File: src/rtl/board_pkg.sv
// Shared constants, colour codes and FSM state type for the board drawing path.
package board_pkg;

  localparam int unsigned BOARD_X0        = 72;
  localparam int unsigned BOARD_Y0        = 32;
  localparam int unsigned BOARD_TILES     = 11;
  localparam int unsigned BOARD_TILE_PX   = 16;
  localparam int unsigned BOARD_NUM_BOMBS = 6;
  localparam int unsigned BOARD_COLOUR_W  = 3;

  localparam logic [2:0] COL_FLOOR   = 3'b010;
  localparam logic [2:0] COL_WALL    = 3'b111;
  localparam logic [2:0] COL_SOFT    = 3'b110;
  localparam logic [2:0] COL_POWERUP = 3'b101;
  localparam logic [2:0] COL_EXPL    = 3'b100;
  localparam logic [2:0] COL_BOMB    = 3'b000;
  localparam logic [2:0] COL_GRID    = 3'b011;

  localparam logic [3:0] TILE_FLOOR = 4'd0;
  localparam logic [3:0] TILE_WALL  = 4'd1;
  localparam logic [3:0] TILE_SOFT  = 4'd2;

  typedef enum logic [2:0] {
    StIdle,
    StTile,
    StTileFlush,
    StBombSel,
    StBombWait,
    StBombDraw,
    StDone
  } draw_state_e;

  // Explosion overrides whatever tile lies underneath.
  function automatic logic [2:0] tile_colour(input logic [3:0] tile_id, input logic explosion);
    logic [2:0] colour;
    if (explosion) begin
      colour = COL_EXPL;
    end else begin
      case (tile_id)
        TILE_FLOOR: colour = COL_FLOOR;
        TILE_WALL:  colour = COL_WALL;
        TILE_SOFT:  colour = COL_SOFT;
        default:    colour = COL_POWERUP;
      endcase
    end
    return colour;
  endfunction

endpackage

File: src/rtl/bomb_sprite_rom.sv
// 16x16 bomb sprite mask: a filled disc of radius 8 centred on the sprite.
module bomb_sprite_rom (
  input  logic [3:0]  row,
  output logic [15:0] mask
);

  always_comb begin
    case (row)
      4'd0:    mask = 16'h07E0;
      4'd1:    mask = 16'h1FF8;
      4'd2:    mask = 16'h3FFC;
      4'd3:    mask = 16'h7FFE;
      4'd4:    mask = 16'h7FFE;
      4'd5:    mask = 16'hFFFF;
      4'd6:    mask = 16'hFFFF;
      4'd7:    mask = 16'hFFFF;
      4'd8:    mask = 16'hFFFF;
      4'd9:    mask = 16'hFFFF;
      4'd10:   mask = 16'hFFFF;
      4'd11:   mask = 16'h7FFE;
      4'd12:   mask = 16'h7FFE;
      4'd13:   mask = 16'h3FFC;
      4'd14:   mask = 16'h1FF8;
      default: mask = 16'h07E0;
    endcase
  end

endmodule

File: src/rtl/board_draw_seq.sv
// Frame-draw sequencer: raster-paints the tile board, then overlays visible bomb sprites.
// Tile grid lines are drawn over floor when BOARD_DRAW_GRID_EN is defined.
module board_draw_seq
  import board_pkg::*;
#(
  parameter int unsigned X0        = BOARD_X0,
  parameter int unsigned Y0        = BOARD_Y0,
  parameter int unsigned TILES     = BOARD_TILES,
  parameter int unsigned TILE_PX   = BOARD_TILE_PX,
  parameter int unsigned NUM_BOMBS = BOARD_NUM_BOMBS,
  parameter int unsigned COLOUR_W  = BOARD_COLOUR_W
) (
  input  logic                clk,
  input  logic                reset,
  input  logic                start,
  output logic                busy,
  output logic                done,
  output logic [8:0]          X,
  output logic [7:0]          Y,
  output logic [2:0]          bomb_id,
  input  logic [3:0]          map_tile_id,
  input  logic                has_explosion,
  input  logic [17:0]         bomb_info,
  output logic [8:0]          vga_x,
  output logic [7:0]          vga_y,
  output logic [COLOUR_W-1:0] vga_colour,
  output logic                plot
);

  localparam logic [8:0] XStart   = 9'(X0);
  localparam logic [8:0] XLast    = 9'(X0 + TILES * TILE_PX - 1);
  localparam logic [7:0] YStart   = 8'(Y0);
  localparam logic [7:0] YLast    = 8'(Y0 + TILES * TILE_PX - 1);
  localparam logic [2:0] LastBomb = 3'(NUM_BOMBS - 1);

  draw_state_e state_q;
  logic        flush_q;

  // Tile pipeline stage between the sampled query response and the plot register.
  logic        s1_valid_q;
  logic [8:0]  s1_x_q;
  logic [7:0]  s1_y_q;
  logic [2:0]  s1_colour_q;

  logic [8:0]  bx_q;
  logic [7:0]  by_q;
  logic [7:0]  pix_q;

  logic [2:0]  sample_colour;
  logic [7:0]  pix_next;
  logic [3:0]  draw_px;
  logic [3:0]  draw_py;
  logic [15:0] row_mask;

`ifdef BOARD_DRAW_GRID_EN
  localparam int unsigned TileBits = $clog2(TILE_PX);
  logic [8:0] grid_dx;
  logic [7:0] grid_dy;
  assign grid_dx = X - XStart;
  assign grid_dy = Y - YStart;
`endif

  always_comb begin
    sample_colour = tile_colour(map_tile_id, has_explosion);
`ifdef BOARD_DRAW_GRID_EN
    if (sample_colour == COL_FLOOR &&
        (grid_dx[TileBits-1:0] == '0 || grid_dy[TileBits-1:0] == '0)) begin
      sample_colour = COL_GRID;
    end
`endif
  end

  // In BOMB_WAIT the first sprite pixel is prepared so the 256 plots land inside BOMB_DRAW.
  assign pix_next = pix_q + 8'd1;
  assign draw_px  = (state_q == StBombWait) ? 4'd0 : pix_next[3:0];
  assign draw_py  = (state_q == StBombWait) ? 4'd0 : pix_next[7:4];

  bomb_sprite_rom u_sprite_rom (
    .row  (draw_py),
    .mask (row_mask)
  );

  always_ff @(posedge clk) begin
    if (reset) begin
      state_q     <= StIdle;
      flush_q     <= 1'b0;
      s1_valid_q  <= 1'b0;
      s1_x_q      <= '0;
      s1_y_q      <= '0;
      s1_colour_q <= '0;
      bx_q        <= '0;
      by_q        <= '0;
      pix_q       <= '0;
      busy        <= 1'b0;
      done        <= 1'b0;
      X           <= XStart;
      Y           <= YStart;
      bomb_id     <= '0;
      vga_x       <= '0;
      vga_y       <= '0;
      vga_colour  <= '0;
      plot        <= 1'b0;
    end else begin
      s1_valid_q  <= (state_q == StTile);
      s1_x_q      <= X;
      s1_y_q      <= Y;
      s1_colour_q <= sample_colour;

      case (state_q)
        StIdle: begin
          plot <= 1'b0;
          if (start) begin
            X       <= XStart;
            Y       <= YStart;
            busy    <= 1'b1;
            state_q <= StTile;
          end
        end

        StTile, StTileFlush: begin
          plot <= s1_valid_q;
          if (s1_valid_q) begin
            vga_x      <= s1_x_q;
            vga_y      <= s1_y_q;
            vga_colour <= COLOUR_W'(s1_colour_q);
          end
          if (state_q == StTile) begin
            if (X == XLast) begin
              if (Y == YLast) begin
                flush_q <= 1'b0;
                state_q <= StTileFlush;
              end else begin
                X <= XStart;
                Y <= Y + 8'd1;
              end
            end else begin
              X <= X + 9'd1;
            end
          end else begin
            flush_q <= 1'b1;
            if (flush_q) begin
              bomb_id <= '0;
              state_q <= StBombSel;
            end
          end
        end

        StBombSel: begin
          plot    <= 1'b0;
          state_q <= StBombWait;
        end

        StBombWait: begin
          if (bomb_info[0]) begin
            bx_q       <= bomb_info[9:1];
            by_q       <= bomb_info[17:10];
            pix_q      <= '0;
            vga_x      <= bomb_info[9:1];
            vga_y      <= bomb_info[17:10];
            vga_colour <= COLOUR_W'(COL_BOMB);
            plot       <= row_mask[draw_px];
            state_q    <= StBombDraw;
          end else if (bomb_id == LastBomb) begin
            done    <= 1'b1;
            state_q <= StDone;
          end else begin
            bomb_id <= bomb_id + 3'd1;
            state_q <= StBombSel;
          end
        end

        StBombDraw: begin
          if (pix_q == 8'hFF) begin
            plot <= 1'b0;
            if (bomb_id == LastBomb) begin
              done    <= 1'b1;
              state_q <= StDone;
            end else begin
              bomb_id <= bomb_id + 3'd1;
              state_q <= StBombSel;
            end
          end else begin
            pix_q <= pix_next;
            vga_x <= bx_q + {5'd0, draw_px};
            vga_y <= by_q + {4'd0, draw_py};
            plot  <= row_mask[draw_px];
          end
        end

        StDone: begin
          plot    <= 1'b0;
          done    <= 1'b0;
          busy    <= 1'b0;
          state_q <= StIdle;
        end

        default: state_q <= StIdle;
      endcase
    end
  end

endmodule

File: config.mk
export PLATFORM = sky130hd
export DESIGN_NAME = board_draw_seq
export DESIGN_NICKNAME = d
export VERILOG_FILES = /design/src/rtl/board_pkg.sv /design/src/rtl/bomb_sprite_rom.sv /design/src/rtl/board_draw_seq.sv
export SDC_FILE = /design/constraint.sdc
export NUM_CORES = 1
export LEC_CHECK = 0
export ABC_AREA = 1
export BUFFER_PORTS_ARGS = -buffer_cell sky130_fd_sc_hd__buf_2
export CAP_MARGIN = 15
export CORE_MARGIN = 2
export CORE_UTILIZATION = 47
export DETAILED_ROUTE_END_ITERATION = 12
export MAX_ROUTING_LAYER = met4
export PLACE_DENSITY = 0.68
export SETUP_SLACK_MARGIN = 0.02
export SLEW_MARGIN = 10
export SYNTH_ARGS = -nofsm -noshare
export SYNTH_HDL_FRONTEND = slang
export SYNTH_SLANG_ARGS = --single-unit
File: constraint.sdc
create_clock -name clk -period 3 [get_ports clk]
set_clock_uncertainty 0.05 [all_clocks]
set_input_delay 0.45 -clock clk [delete_from_list [all_inputs] [get_ports clk]]
set_output_delay 0.45 -clock clk [all_outputs]
set_load 0.05 [all_outputs]
# Yosys cells after proc, flatten, opt, wreduce, memory -nomap -nowiden
# Memories as Yosys holds them, arrays and structs flattened.
# Index checks and enable logic that the tools add are counted.
# word_totals
romBits	160
ff_bits	93
output_inout_bits	43
mem_count	1
in_bits	26
# op_classes
n_eq_ne	29
magnitude_cmp	1
mux	57
add_sub_neg	6
reduce_logical	24
# mem_list
name	words	width	rd	rd_ports_with_merged_regs	write_ports	line_no	rtl
(name not given)	16	10	1	0	0	bomb_sprite_rom.sv:8	case (row)
# op_table
operator	count
two-way mux 8 bit	9
two-way mux 9 bit	7
two-way mux 3 bit	16
one-hot mux 8 bit (2 select lines)	2
one-hot mux 9 bit (3 select lines)	1
one-hot mux 8 bit (3 select lines)	1
!= test 2 bit, second input constant	11
one-hot mux 3 bit (3 select lines)	2
one-hot mux 9 bit (2 select lines)	1
adder 8 x 1 -> 8 bit, second input constant	2
equality test 8 bit, second input constant	2
one-hot mux 3 bit (5 select lines)	1
AND reduction 5 bit	3
equality test 3 bit, second input constant	4
!= test 3 bit, second input constant	4
AND reduction 3 bit	4
two-way mux 1 bit	10
adder 9 x 1 -> 9 bit, second input constant	1
adder 9 x 4 -> 9 bit	1
equality test 9 x 8 -> 1 bit, second input constant	1
adder 8 x 4 -> 8 bit	1
two-way mux 4 bit	2
AND reduction 4 bit	2
nonzero test 2 bit	4
other kinds (19)	25

# Depth between registers and ports, before layout
# Gate-level depths: netlist of run 1.
# An unclocked memory read counts as a cell.
# depth
ltp_word	7
depth_mapped	18
depth_no_buf	18

# Cells and area by module
# Synthesis of run 1 repeated with hierarchy kept, for this count alone.
# unflattened
cells_unflattened	738
hier_area_um2	5007.3
# by_module_without_submodules
module	seq_area_each_um2	area_each_um2	cells_per_inst	instances
board_draw_seq	1861.8	4815.9	702	1
bomb_sprite_rom	0.0	191.4	36	1

# Worst setup path before layout of run 1
# OpenSTA, ideal clock, no wires.
# synth_timing
kind	reg2reg
start	register state_q[0]
end	register vga_x[8]
path_stages_with_launch	18
required_ps	2869
slack_ps	385
arrival_time_ps	2484
cell_sequence	dfxtp_1 nor2_1 nand2_2 buf_6 inv_2 nor2_1 ha_1 inv_1 fa_1 nor2_1 o21ai_0 nand2_1 nand2_1 nor3_1 nand2_1 a21oi_1 o21ai_0 a41oi_1
# synth_between
elab_chain_len	5
word_cells_on_any_way	14
classes_between	add/sub: 1; eq/ne: 7; mux: 3; reduce/logical: 3
# synth_rtl
element	line_no	rtl
from (decl)	board_draw_seq.sv:36	draw_state_e state_q;
from (signal assigned)	board_draw_seq.sv:85	state_q <= StIdle;
from (signal assigned)	board_draw_seq.sv:116	state_q <= StTile;
from (signal assigned)	board_draw_seq.sv:131	state_q <= StTileFlush;
equality test 3 bit	board_draw_seq.sv:75, board_draw_seq.sv:109	
two-way mux 4 bit	board_draw_seq.sv:75	assign draw_px = (state_q == StBombWait) ? 4'd0 : pix_next[3:0];
adder 9 x 4 -> 9 bit	board_draw_seq.sv:184	vga_x <= bx_q + {5'd0, draw_px};
two-way mux 9 bit	board_draw_seq.sv:173	if (pix_q == 8'hFF) begin
one-hot mux 9 bit (3 select lines)	board_draw_seq.sv:109	case (state_q)
to (signal assigned)	board_draw_seq.sv:123	vga_x <= s1_x_q;
to (signal assigned)	board_draw_seq.sv:158	vga_x <= bomb_info[9:1];
to (signal assigned)	board_draw_seq.sv:184	
to (decl)	board_draw_seq.sv:24	output logic [8:0] vga_x,
# Several ways; a longest one is shown, not always the timed one. The select of a mux whose other input is x is not followed.
# A chain may end at the register's enable or synchronous reset.

# Worst setup path after layout of run 1
# Same ends and word-level chain as after synthesis.

==> results by group, run 1 <==
Run status
  • Status: completed

Timing
  • Final setup TNS: 0 ns
  • Slew margin rel.: 0.6468
  • Final Hold Fails: 0
  • Slew @ Worst Pin: 0.5290 ns
  • Achievable Freq: 0.3771 GHz
  • Fin crit period: 2.652 ns
  • Final period util: 0.8840
  • Final-report setup violation count: 0
  • RSZ-0062 raised after global routing: false
  • Fin. max-slew vios: 0

Pwr
  • Gate power share: 0.379
  • Max VDD drop: 0.4169 mV
  • Sequential cell fraction of total power: 0.396
  • Sw Ratio: 0.4356
  • Clock share of power: 0.225
  • Sw power: 1.685 mW
  • Pleak: 2.358 nW
  • Cell Pwr Density: 729.3 mW/mm²
  • Pint: 2.183 mW

Clock tree
  • Clk_lat worst skew: 0.37 ns
  • CTS Buffer Depth: 2
  • Clk root buf: clkbuf_8
  • H-Tree Depth: 3
  • Post-CTS Repair Setup Buffers: 0
  • CTS tree: done
  • CTS hold repair buffers: 0
  • CTS Buf Count: 9
  • Clock transition at path regs: 0.09 ns
  • Clock sink total: 93

Synthesis
  • Warnings from Yosys: 0
  • Post-synthesis sequential area ratio: 0.4033
  • Fraction of registers with async set/reset: 0
  • Post-Syn Instances: 651
  • Synth Net Count: 690
  • EDFF count, synth: 0
  • Netlist Area Pre-Place: 0.004617 mm²
  • Syn_area_per_cell: 7.092 µm²
  • Ys flop type: dfxtp_1
  • Post-synth cell types: 47
  • FF+latch count, synth: 93

Drt
  • Vias: 4,427
  • TritonRoute pass-1 iters: 4
  • Metal3 WL: 633 µm
  • Iter 0 DRT Violations: 232
  • Routed Wire Length: 11.50 mm
  • Max Used Layer: met4
  • Met2 WL: 5.303 mm
  • DRC Markers: 0
  • DRT met1 WL: 5.286 mm
  • Detail Route Antenna Nets: 0
  • WL/cell: 13.45 µm
  • DR vias/cell: 5.178

Placed design
  • I/O Buffers: 68
  • Placed inst area: 0.005089 mm²
  • Post-DP HPWL: 8.617 mm
  • Placer Congestion: 0.8920

Global route
  • First-pass GRT wire length: 18.91 mm
  • GR Overflow Total: 0
  • Largest net degree at the start of global routing: 45
  • GRT Overall Usage: 0.2362
  • Vias in the first global route: 4,128
  • Initial antenna violation count: 0

Critical path
  • Worst Path Arrival: 2.89 ns
  • RR Endpoint: vga_x[8]$_SDFFE_PP0P_
  • CP Launch Type: flip-flop
  • Critical R2R Launch: state_q[0]$_SDFFE_PP0P_
  • Max Fanout on Critical Path: 8
  • Critical path buffers and inverters: 2
  • Crit path cell chain: nor2_1 -> nand2_2 -> inv_2 -> nor2_1 -> ha_1 -> inv_1 -> fa_1 -> nor2_1 -> o21ai_0 -> nand2_1 -> nand2_1 -> nor3_1 -> nand2_1 -> a21oi_1 -> o21ai_0 -> a41oi_1
  • Crit path kind: reg2reg
  • CP endpoint kind: flip-flop
  • R2r setup slk: 0.35 ns
  • Worst endpoint required time: 3.24 ns
  • CP max stage cell: dfxtp_1
  • CP max stage delay: 0.45 ns
  • FF-to-FF path depth: 16
  • CP delay by family, top: simple AND/OR/NAND/NOR gates

Die
  • Die W: 103.1 µm
  • I/O Pins: 69
  • Initial core utilization: 0.4790
  • DIE HEIGHT: 103.1 µm
  • Die Area: 0.01063 mm²
  • # rows: 36
  • Core area: 0.009639 mm²

Run
  • Max Cap Violations: 0

Min path
  • Critical hold path startpoint: has_explosion
  • Hold WC Path Type: in2reg
  • Worst hold path depth: 2
  • Hold EP: s1_colour_q[0]$_SDFF_PP0_

Cells and area
  • Synth-to-layout area growth: 14.85%
  • Design area: 0.005303 mm²
  • Fin nets: 756
  • Share of cells above drive strength 1: 0.1828
  • # diodes: 0
  • Fillers: 1,003
## layer usage
layer / GRT usage / vias to the layer above
li1: - / 2287
met1: 0.2986 / 1997
met2: 0.3681 / 123
met3: 0.03932 / 20
met4: 0.1123 / 0
met5: - / -
## worst max-delay path by stage
| stage | startpoint | endpoint | slack (ns) | cells after the start |
|---|---|---|---|---|
| floorplan | state_q[0]$_SDFFE_PP0P_ | vga_x[8]$_SDFFE_PP0P_ | 0.39 | 17 |
| global placement | state_q[0]$_SDFFE_PP0P_ | vga_x[8]$_SDFFE_PP0P_ | 0.48 | 16 |
| detailed placement | state_q[0]$_SDFFE_PP0P_ | vga_x[8]$_SDFFE_PP0P_ | 0.37 | 16 |
| CTS | pix_q[0]$_SDFFE_PP0P_ | vga_x[8]$_SDFFE_PP0P_ | 0.37 | 14 |
| global route | state_q[0]$_SDFFE_PP0P_ | vga_x[8]$_SDFFE_PP0P_ | 0.05 | 16 |
| finish | state_q[0]$_SDFFE_PP0P_ | vga_x[8]$_SDFFE_PP0P_ | 0.35 | 16 |
## synthesized netlist by cell type, types with 2 or more instances
cell / instances / area [µm²]
nand2_1: 129 / 484.2
dfxtp_1: 93 / 1862
inv_1: 73 / 274.0
nor2_1: 70 / 262.8
a21oi_1: 62 / 310.3
nand3_1: 41 / 205.2
o21ai_0: 32 / 160.2
o21ai_1: 20 / 100.1
clkbuf_1: 15 / 56.30
inv_2: 15 / 56.30
ha_1: 12 / 150.1
nor3_1: 11 / 55.05
a41oi_1: 8 / 70.07
a211oi_1: 6 / 45.04
a221oi_1: 5 / 43.79
nand4_1: 5 / 31.28
nor2_2: 5 / 31.28
buf_2: 4 / 20.02
nand2_2: 4 / 25.02
nand3_2: 4 / 40.04
nand3b_1: 4 / 30.03
a22o_1: 3 / 26.28
o211ai_1: 3 / 22.52
buf_4: 2 / 15.01
nand2_4: 2 / 22.52
nor2_4: 2 / 22.52
## per-stage QoR
stage                     cells  hold slack, ns  total power [mW]  utilization  setup slack (ns)
final                       855          0.2239             3.867       0.5501            0.3480
after global routing        855          0.2062             4.088       0.5501           0.04740
after CTS                   855          0.2041             3.888       0.5493            0.3658
after detailed placement    839          0.4097             3.014       0.5279            0.3666
after global placement      839          0.3989             3.002       0.5279            0.4834
after floorplan             651          0.3894             2.695            -            0.3854
## power by group through the flow
stage	sequential (mW)	combinational (mW)	clock [mW]
6_report	1.53	1.46	0.871
3_5_place_dp	1.56	1.46	0
2_1_floorplan	2.01	0.681	0
3_3_place_gp	1.55	1.45	0
4_1_cts	1.53	1.46	0.894
5_1_grt	1.55	1.59	0.948
## cell families (layout without fill, tap and decap cells)
| family | Yosys count | after routing | synth area share |
|---|---|---|---|
| AOI/OAI and AO/OA | 151 | 151 | 0.1913 |
| adders and majority gates | 13 | 13 | 0.03686 |
| xor gates and xnor gates | 1 | 1 | 0.001897 |
| buffers and inverters | 111 | 182 | 0.09566 |
| and+or+nand+nor | 282 | 282 | 0.2710 |
| DFF | 93 | 93 | 0.4033 |
## area by class of cell
cell class	instances	area, µm²	area share
clock buffer	9	123.9	0.02336
timing repair buffer	77	407.9	0.07692
clock inverter	7	82.58	0.01557
sequential	93	1862	0.3511
multi-input combinational	447	2321	0.4377
tap	133	166.4	0.03138
inverter	89	339.1	0.06395
## worst reg2reg max path: cells and delay by family, from the launching register on
family                     cells  cell delay [ns]
buffers and inverters          2             0.14
DFF                            1             0.45
and+or+nand+nor                8             0.90
AOI/OAI and AO/OA              4             0.47
adders and majority gates      2             0.58
## registers in the layout (all words and copies together) (netlist names), 8 cells and up
register,cells
X,9
Y,8
bx_q,9
by_q,8
pix_q,8
s1_x_q,9
s1_y_q,8
vga_x,9
vga_y,8
## layout by cell type (no fill, tap or decap), drive strengths merged
cell	count
a2111oi	1
a211oi	6
a21oi	62
a221oi	5
a22o	3
a311oi	1
a31oi	1
a41oi	8
buf	77
bufinv	1
clkbuf	9
clkinv	1
clkinvlp	2
dfxtp	93
fa	1
ha	12
inv	92
nand2	135
nand3	45
nand3b	4
nand4	5
nor2	77
nor3	12
nor3b	1
nor4	1
o211a	1
o211ai	3
o21a	1
o21ai	53
o21bai	2
o221ai	1
o311a	1
o311ai	1
o41ai	1
or3	2
xor2	1
## timing repair
item,4_1_cts,5_1_grt
resized for setup,0,2
endpoints found under the setup margin,0,1
hold endpoints to repair,0,0
Power figures use the tool's default switching activity.
==> run 2, diff against run 1 <==
--- a/config.mk
+++ b/config.mk
@@ -9,10 +9,9 @@
 export BUFFER_PORTS_ARGS = -buffer_cell sky130_fd_sc_hd__buf_2
 export CAP_MARGIN = 15
 export CORE_MARGIN = 2
-export CORE_UTILIZATION = 47
+export CORE_UTILIZATION = 25
 export DETAILED_ROUTE_END_ITERATION = 12
 export MAX_ROUTING_LAYER = met4
-export PLACE_DENSITY = 0.68
 export SETUP_SLACK_MARGIN = 0.02
 export SLEW_MARGIN = 10
 export SYNTH_ARGS = -nofsm -noshare
==> run 2 against run 1 <==
Effect of this change:
- combinational power is essentially flat
- critical endpoint unchanged
- largest power group unchanged
- wire length grew 12%
- via count grew 0.93%
- clock power grew 30%
- non-clock buffer count is the same
- cell area grew 3.8%
- sequential cell count is the same
- die area grew 84%
==> results by group, run 2 (synthesized netlist as in run 1, its figures left out) <==
Drt
  • WL/cell: 13.52 µm (was 13.45 µm)
  • DR vias/cell: 4.698 (was 5.178)
  • TritonRoute pass-1 iters: 5 (was 4)
  • Iter 0 DRT Violations: 238 (was 232)
  • Detail Route Antenna Nets: 0 (unchanged)
  • Routed Wire Length: 12.85 mm (was 11.50 mm)
  • Vias: 4,468 (was 4,427)
  • DRC Markers: 0 (unchanged)

Pwr
  • Max VDD drop: 0.2617 mV (was 0.4169 mV)
  • Pleak: 2.405 nW (was 2.358 nW)
  • Cell Pwr Density: 756.7 mW/mm² (was 729.3 mW/mm²)

Critical path
  • Crit path cell chain: ha_1 -> inv_1 -> nor2_2 -> inv_1 -> fa_1 -> nor2_1 -> o21ai_0 -> nand2_1 -> nand2_1 -> nor3_1 -> nand2_1 -> a21oi_1 -> o21ai_0 -> a41oi_1 (was nor2_1 -> nand2_2 -> inv_2 -> nor2_1 -> ha_1 -> inv_1 -> fa_1 -> nor2_1 -> o21ai_0 -> nand2_1 -> nand2_1 -> nor3_1 -> nand2_1 -> a21oi_1 -> o21ai_0 -> a41oi_1)
  • RR Endpoint: vga_x[8]$_SDFFE_PP0P_ (unchanged)
  • R2r setup slk: 0.46 ns (was 0.35 ns)
  • CP endpoint kind: flip-flop (unchanged)
  • Crit path kind: reg2reg (unchanged)
  • Crit path top cell by count: nand2_1
  • FF-to-FF path depth: 14 (was 16)
  • Critical R2R Launch: pix_q[0]$_SDFFE_PP0P_ (was state_q[0]$_SDFFE_PP0P_)
  • CP max stage delay: 0.42 ns (was 0.45 ns)
  • CP max stage cell: fa_1 (was dfxtp_1)
  • Worst Path Arrival: 2.77 ns (was 2.89 ns)
  • Critical path startpoint: pix_q[0]$_SDFFE_PP0P_ (was state_q[0]$_SDFFE_PP0P_)
  • CP Launch Type: flip-flop (unchanged)
  • Max Fanout on Critical Path: 4 (was 8)
  • Worst endpoint required time: 3.23 ns (was 3.24 ns)

Cells and area
  • Share of cells above drive strength 1: 0.1856 (was 0.1828)
  • Most frequent cells in the layout: nand2_1 (129), dfxtp_1 (91), inv_1 (73), nor2_1 (69), buf_2 (68) (was nand2_1 (129), dfxtp_1 (93), inv_1 (73), nor2_1 (69), buf_2 (68))
  • Fillers: 1,960 (was 1,003)
  • Multi-input gate area: 0.002321 mm² (unchanged)
  • FF+latch area: 0.001864 mm² (was 0.001862 mm²)
  • Fin nets: 756 (unchanged)
  • # diodes: 0 (unchanged)
  • Synth-to-layout area growth: 19.27% (was 14.85%)
  • Most common cell after layout, fill and taps aside: nand2_1 (unchanged)
  • Finished Layout Cells: 951 (was 855)

Timing
  • Final Hold Fails: 0 (unchanged)
  • Final setup TNS: 0 ns (unchanged)
  • Final-report setup violation count: 0 (unchanged)
  • Fin crit period: 2.543 ns (was 2.652 ns)
  • Slew margin rel.: 0.6545 (was 0.6468)
  • Final period util: 0.8478 (was 0.8840)
  • RSZ-0062 raised after global routing: false (unchanged)
  • Fin. max-slew vios: 0 (unchanged)
  • Achievable Freq: 0.3932 GHz (was 0.3771 GHz)
  • Slew @ Worst Pin: 0.5182 ns (was 0.5290 ns)

Die
  • Die W: 139.9 µm (was 103.1 µm)
  • Initial core utilization: 0.2561 (was 0.4790)
  • Die Area: 0.01957 mm² (was 0.01063 mm²)
  • DIE HEIGHT: 139.9 µm (was 103.1 µm)
  • I/O Pins: 69 (unchanged)
  • Core area: 0.01802 mm² (was 0.009639 mm²)
  • # rows: 49 (was 36)

Placed design
  • Placer Congestion: 0.8594 (was 0.8920)
  • I/O Buffers: 68 (unchanged)
  • Placed cells: 935 (was 839)
  • Post-DP HPWL: 9.571 mm (was 8.617 mm)

Clock tree
  • H-Tree Depth: 3 (unchanged)
  • Clock transition at path regs: 0.08 ns (was 0.09 ns)
  • Clk_lat worst skew: 0.35 ns (was 0.37 ns)
  • CTS Buf Count: 9 (unchanged)
  • CTS hold repair buffers: 0 (unchanged)
  • CTS tree: done (unchanged)
  • Clock sink total: 93 (unchanged)
  • CTS Buffer Depth: 2 (unchanged)
  • Clk root buf: clkbuf_16 (was clkbuf_8)

Global route
  • Largest net degree at the start of global routing: 45 (unchanged)
  • Initial antenna violation count: 0 (unchanged)
  • First-pass GRT wire length: 20.68 mm (was 18.91 mm)
  • Vias in the first global route: 4,189 (was 4,128)
  • GRT Overall Usage: 0.1352 (was 0.2362)
  • GR Overflow Total: 0 (unchanged)

Min path
  • Hold EP: s1_colour_q[0]$_SDFF_PP0_ (unchanged)
  • Hold WC Path Type: in2reg (unchanged)
  • Worst hold path depth: 2 (unchanged)
  • Critical hold path startpoint: has_explosion (unchanged)

Run status
  • Status: completed (unchanged)

Run
  • Max Cap Violations: 0 (unchanged)
run 2: cell types whose count changed in the layout (fill, tap and decap cells not counted):
cell        previous run  this run
clkbuf_16              0         9
clkbuf_8               9         0
clkinvlp_4             2         0
dfxtp_1               93        91
dfxtp_2                0         2
bufinv_16              1         0
clkinv_2               0         1
inv_6                  3         4
inv_8                  1         2
run 2: critical path, delay by kind of cell (launching register included):
kind | cells | cell delay, ns
AOI/OAI and AO/OA | 4 | 0.47
adders and majority gates | 2 | 0.73
buffers and inverters | 2 | 0.17
DFF | 1 | 0.34
and+or+nand+nor | 6 | 0.72
run 2: cell type report:
cell class                      instances  share of cell area
Clock buffer                            9             0.04090
Clock inverter                          7             0.01136
Inverter                               89             0.06158
Multi-Input combinational cell        447              0.4215
Sequential cell                        93              0.3386
Tap cell                              229             0.05203
Timing Repair Buffer                   77             0.07407
run 2: layer usage:
metal,track usage,routed length [µm],part of all wire
met1,0.1745,6100,0.47
met2,0.2105,5965,0.46
met3,0.02462,452,0.035
met4,0.05316,334,0.026
met5,-,0,0
run 2: power breakdown:
group | total [mW] | switching (mW) | internal [mW]
Combinational | 1.49 | 1.12 | 0.371
Clock | 1.13 | 0.546 | 0.583
Sequential | 1.55 | 0.130 | 1.42
Total | 4.17 | 1.80 | 2.37
run 2: how the worst max path moves through the flow:
stage	slack (ns)	to	depth (start not counted)
after floorplan	0.39	vga_x[8]$_SDFFE_PP0P_	17
after global placement	0.48	vga_x[8]$_SDFFE_PP0P_	16
after detailed placement	0.39	vga_x[8]$_SDFFE_PP0P_	16
after CTS	0.40	vga_x[8]$_SDFFE_PP0P_	16
after global routing	0.03	vga_x[8]$_SDFFE_PP0P_	16
final	0.46	vga_x[8]$_SDFFE_PP0P_	14
run 2: timing repair:
item | in CTS | in global routing
gates resized for setup | 0 | 4
setup buffers | 0 | 0
setup endpoints to repair | 0 | 1
run 2: through the flow:
| stage | setup WS [ns] | cell area [µm²] | power [mW] | hold slack [ns] | util |
|---|---|---|---|---|---|
| after floorplan | 0.3854 | 4617 | 2.695 | 0.3894 | - |
| after global placement | 0.4806 | 5209 | 3.061 | 0.3990 | 0.2890 |
| after detailed placement | 0.3949 | 5209 | 3.055 | 0.4036 | 0.2890 |
| after CTS | 0.4034 | 5497 | 4.195 | 0.2360 | 0.3049 |
| after global routing | 0.03459 | 5507 | 4.385 | 0.2495 | 0.3055 |
| final | 0.4565 | 5507 | 4.167 | 0.2531 | 0.3055 |
==> run 3, diff against run 2 <==
--- a/config.mk
+++ b/config.mk
@@ -5,7 +5,7 @@
 export SDC_FILE = /design/constraint.sdc
 export NUM_CORES = 1
 export LEC_CHECK = 0
-export ABC_AREA = 1
+export ABC_AREA = 0
 export BUFFER_PORTS_ARGS = -buffer_cell sky130_fd_sc_hd__buf_2
 export CAP_MARGIN = 15
 export CORE_MARGIN = 2
==> constraint.sdc (replaced) <==
create_clock -name clk -period 2.4 [get_ports clk]
set_clock_uncertainty 0.05 [all_clocks]
set_input_delay 0.36 -clock clk [delete_from_list [all_inputs] [get_ports clk]]
set_output_delay 0.36 -clock clk [all_outputs]
set_load 0.05 [all_outputs]
==> run 3 against run 2 <==
Effect of this change:
- the run now ends with negative setup slack left
- global-route usage grew 1.7 points
- sequential cell count unchanged
- combinational power is 50% lower
- sequential power increased by 6%
- largest power group unchanged
==> results by group, run 3 <==
Placed design
  • Pre-CTS WS: -0.08278 ns (was 0.3949 ns)
  • Placer Congestion: 0.8700 (was 0.8594)
  • Post-DP HPWL: 11.63 mm (was 9.571 mm)
  • I/O Buffers: 68 (unchanged)

Cells and area
  • Core Util, Final: 0.3426 (was 0.3055)
  • Multi-input gate area: 0.003231 mm² (was 0.002321 mm²)
  • Most frequent cells in the layout: dfxtp_1 (83), nand2_1 (72), buf_4 (69), buf_2 (68), nor2_1 (67) (was nand2_1 (129), dfxtp_1 (91), inv_1 (73), nor2_1 (69), buf_2 (68))
  • Fillers: 2,065 (was 1,960)
  • Fin nets: 774 (was 756)
  • Share of cells above drive strength 1: 0.3122 (was 0.1856)
  • FF+latch area: 0.001884 mm² (was 0.001864 mm²)
  • Synth-to-layout area growth: 33.73% (was 19.27%)
  • Most common cell after layout, fill and taps aside: dfxtp_1 (was nand2_1)

Critical path
  • CP Launch Type: flip-flop (unchanged)
  • RR Endpoint: vga_y[5]$_SDFFE_PP0P_ (was vga_x[8]$_SDFFE_PP0P_)
  • Crit path kind: reg2reg (unchanged)
  • Crit path top cell by count: buf_4 (was nand2_1)
  • CP max stage delay: 0.35 ns (was 0.42 ns)
  • Worst Path Arrival: 2.66 ns (was 2.77 ns)
  • FF-to-FF path depth: 12 (was 14)
  • Crit path cell chain: buf_4 -> and3_4 -> xnor2_4 -> nor2_1 -> ha_2 -> buf_4 -> nand3_2 -> mux2i_4 -> o311ai_2 -> a31o_1 -> a21o_1 -> a211oi_2 (was ha_1 -> inv_1 -> nor2_2 -> inv_1 -> fa_1 -> nor2_1 -> o21ai_0 -> nand2_1 -> nand2_1 -> nor3_1 -> nand2_1 -> a21oi_1 -> o21ai_0 -> a41oi_1)
  • Critical path buffers and inverters: 2 (unchanged)
  • CP max stage cell: dfxtp_2 (was fa_1)
  • Crit path to: vga_y[5]$_SDFFE_PP0P_ (was vga_x[8]$_SDFFE_PP0P_)
  • CP delay by family, top: compound AO/OA/AOI/OAI gates (was adder cells)
  • Max Fanout on Critical Path: 6 (was 4)
  • CP endpoint kind: flip-flop (unchanged)
  • Levels on crit path: 12 (was 14)
  • Critical R2R Launch: pix_q[2]$_SDFFE_PP0P_ (was pix_q[0]$_SDFFE_PP0P_)
  • R2r setup slk: -0.04 ns (was 0.46 ns)
  • Worst endpoint required time: 2.63 ns (was 3.23 ns)
  • Critical path startpoint: pix_q[2]$_SDFFE_PP0P_ (was pix_q[0]$_SDFFE_PP0P_)

Synthesis
  • Ys flop type: dfxtp_1 (unchanged)
  • Main area contributors after synthesis: dfxtp_1 (37%), a21oi_1 (5.7%), nand2_1 (5.6%) (was dfxtp_1 (40%), nand2_1 (10%), a21oi_1 (6.7%))
  • Netlist Area Pre-Place: 0.005019 mm² (was 0.004617 mm²)
  • Top-count cell post-synth: dfxtp_1 (was nand2_1)
  • Synth Net Count: 659 (was 690)
  • FF+latch count, synth: 93 (unchanged)
  • Fraction of registers with async set/reset: 0 (unchanged)
  • Post-Syn Instances: 620 (was 651)
  • Synth top area share: 0.3710 (was 0.4033)
  • Most frequent cells after synthesis: dfxtp_1 (93), nand2_1 (75), nor2_1 (69), a21oi_1 (57), nor2b_1 (24) (was nand2_1 (129), dfxtp_1 (93), inv_1 (73), nor2_1 (70), a21oi_1 (62))
  • Cell accounting for the most synthesized area: dfxtp_1 (unchanged)
  • EDFF count, synth: 0 (unchanged)
  • Post-synth cell types: 72 (was 47)
  • Post-synthesis sequential area ratio: 0.3710 (was 0.4033)
  • Syn_area_per_cell: 8.094 µm² (was 7.092 µm²)
  • Warnings from Yosys: 0 (unchanged)

Min path
  • Hold WC Path Type: in2reg (unchanged)

Die
  • Die Area: 0.02122 mm² (was 0.01957 mm²)
  • Core area: 0.01959 mm² (was 0.01802 mm²)
  • I/O Pins: 69 (unchanged)
  • Die W: 145.7 µm (was 139.9 µm)
  • # rows: 51 (was 49)
  • Initial core utilization: 0.2562 (was 0.2561)
  • DIE HEIGHT: 145.7 µm (was 139.9 µm)

Clock tree
  • Clk root buf: clkbuf_16 (unchanged)
  • Clock transition at path regs: 0.07 ns (was 0.08 ns)
  • CTS tree: done (unchanged)
  • CTS Buffer Depth: 2 (unchanged)
  • H-Tree Depth: 3 (unchanged)
  • Clock sink total: 93 (unchanged)
  • CTS Buf Count: 9 (unchanged)
  • Clk_lat worst skew: 0.35 ns (about the same)

Drt
  • DR vias/cell: 4.862 (was 4.698)
  • Routed Wire Length: 15.77 mm (was 12.85 mm)
  • Detail Route Antenna Nets: 0 (unchanged)
  • WL/cell: 15.67 µm (was 13.52 µm)
  • Vias: 4,891 (was 4,468)
  • DRC Markers: 0 (unchanged)
  • TritonRoute pass-1 iters: 7 (was 5)
  • Iter 0 DRT Violations: 343 (was 238)

Global route
  • Largest net degree at the start of global routing: 70 (was 45)
  • Initial antenna violation count: 1 (was 0)
  • First-pass GRT wire length: 25.45 mm (was 20.68 mm)
  • GRT Overall Usage: 0.1525 (was 0.1352)
  • Vias in the first global route: 4,579 (was 4,189)
  • GR Overflow Total: 0 (unchanged)

Pwr
  • Max VDD drop: 0.4080 mV (was 0.2617 mV)
  • Sw Ratio: 0.3176 (was 0.4310)
  • Sequential cell fraction of total power: 0.437 (was 0.371)
  • Cell Pwr Density: 564.0 mW/mm² (was 756.7 mW/mm²)
  • Pleak: 2.570 nW (was 2.405 nW)
  • Clock share of power: 0.366 (was 0.271)
  • Gate power share: 0.196 (was 0.358)
  • Pint: 2.583 mW (was 2.371 mW)
  • Sw power: 1.202 mW (was 1.796 mW)

Timing
  • Fin crit period: 2.439 ns (was 2.543 ns)
  • Final-report setup violation count: 2 (was 0)
  • Setup slack after layout: -0.03928 ns (was 0.4565 ns)
  • Achievable Freq: 0.4100 GHz (was 0.3932 GHz)
  • RSZ-0062 raised after global routing: true (was false)
  • Slew @ Worst Pin: 0.6855 ns (was 0.5182 ns)
  • Slew margin rel.: 0.5419 (was 0.6545)
  • Final period util: 1.016 (was 0.8478)
  • Fin. max-slew vios: 0 (unchanged)
  • Final Hold Fails: 0 (unchanged)

Run status
  • Failing checks: negative setup slack
  • Status: finished, violations left (was completed)

Run
  • Max Cap Violations: 0 (unchanged)
run 3: per-layer routing:
layer | global-route usage | wire length [µm] | vias to the layer above | share of wire
met3 | 0.03166 | 760 | 12 | 0.048
li1 | - | - | 2441 | -
met5 | - | 0 | - | 0
met1 | 0.2035 | 7270 | 2325 | 0.46
met2 | 0.2392 | 7601 | 113 | 0.48
met4 | 0.03137 | 136 | 0 | 0.0086
run 3: layout make-up:
class	instances	area share
diodes	1	0.0003729
flip-flops and latches	93	0.2808
multi-input cells	473	0.4814
clock buffers	9	0.03356
well taps	265	0.04940
repair buffers	141	0.1359
clock inverters	7	0.009135
inverters	17	0.009508
run 3: logic make-up after synthesis:
group,after synthesis,share of synthesized area
and+or+nand+nor,265,0.2670
xor gates and xnor gates,30,0.05236
AOI/OAI and AO/OA,155,0.2082
buffers and inverters,54,0.04737
muxes,10,0.02020
DFF,93,0.3710
adders and majority gates,13,0.03391
run 3: power by group through the flow:
stage	combinational [mW]	sequential, mW	clock (mW)
2_1_floorplan	0.355	1.79	0
3_3_place_gp	0.702	1.69	0
3_5_place_dp	0.704	1.69	0
4_1_cts	0.722	1.65	1.42
5_1_grt	0.805	1.66	1.49
6_report	0.743	1.65	1.39
run 3: worst reg2reg max path, cell delays in order, from the launching register on:
cell      delay [ns]
dfxtp_2         0.35
buf_4           0.17
and3_4          0.21
xnor2_4         0.13
nor2_1          0.12
ha_2            0.24
buf_4           0.14
nand3_2         0.09
mux2i_4         0.22
o311ai_2        0.12
a31o_1          0.22
a21o_1          0.16
a211oi_2        0.16
run 3: through the flow:
step / setup TNS, ns / hold WS, ns / std cells / instance area [µm²] / total power [mW]
after CTS: -0.005500 / 0.1365 / 998 / 6476 / 3.793
after global placement: 0 / 0.3954 / 975 / 6067 / 2.394
after floorplan: -0.3781 / 0.3835 / 620 / 5160 / 2.145
final: -0.05410 / 0.1536 / 1006 / 6711 / 3.785
after detailed placement: -0.2048 / 0.4021 / 975 / 6067 / 2.397
after global routing: -0.7350 / 0.1458 / 1006 / 6711 / 3.953
run 3: repair_timing:
action	4_1_cts	5_1_grt
buffers inserted	7	7
setup endpoints to repair	7	14
gates resized for setup	16	37
hold buffers	0	0
pin swaps	12	26
run 3: how the worst min path moves through the flow:
stage	slack, ns	endpoint	from	cells past startpoint
final	0.15	s1_colour_q[0]$_SDFF_PP0_	has_explosion	2
after global routing	0.15	s1_colour_q[0]$_SDFF_PP0_	has_explosion	2
after CTS	0.14	s1_colour_q[0]$_SDFF_PP0_	has_explosion	2
after detailed placement	0.40	vga_y[0]$_SDFFE_PP0P_	vga_y[0]$_SDFFE_PP0P_	2
after global placement	0.40	vga_y[1]$_SDFFE_PP0P_	vga_y[1]$_SDFFE_PP0P_	2
after floorplan	0.38	vga_colour[0]$_SDFFE_PP0P_	s1_colour_q[0]$_SDFF_PP0_	2
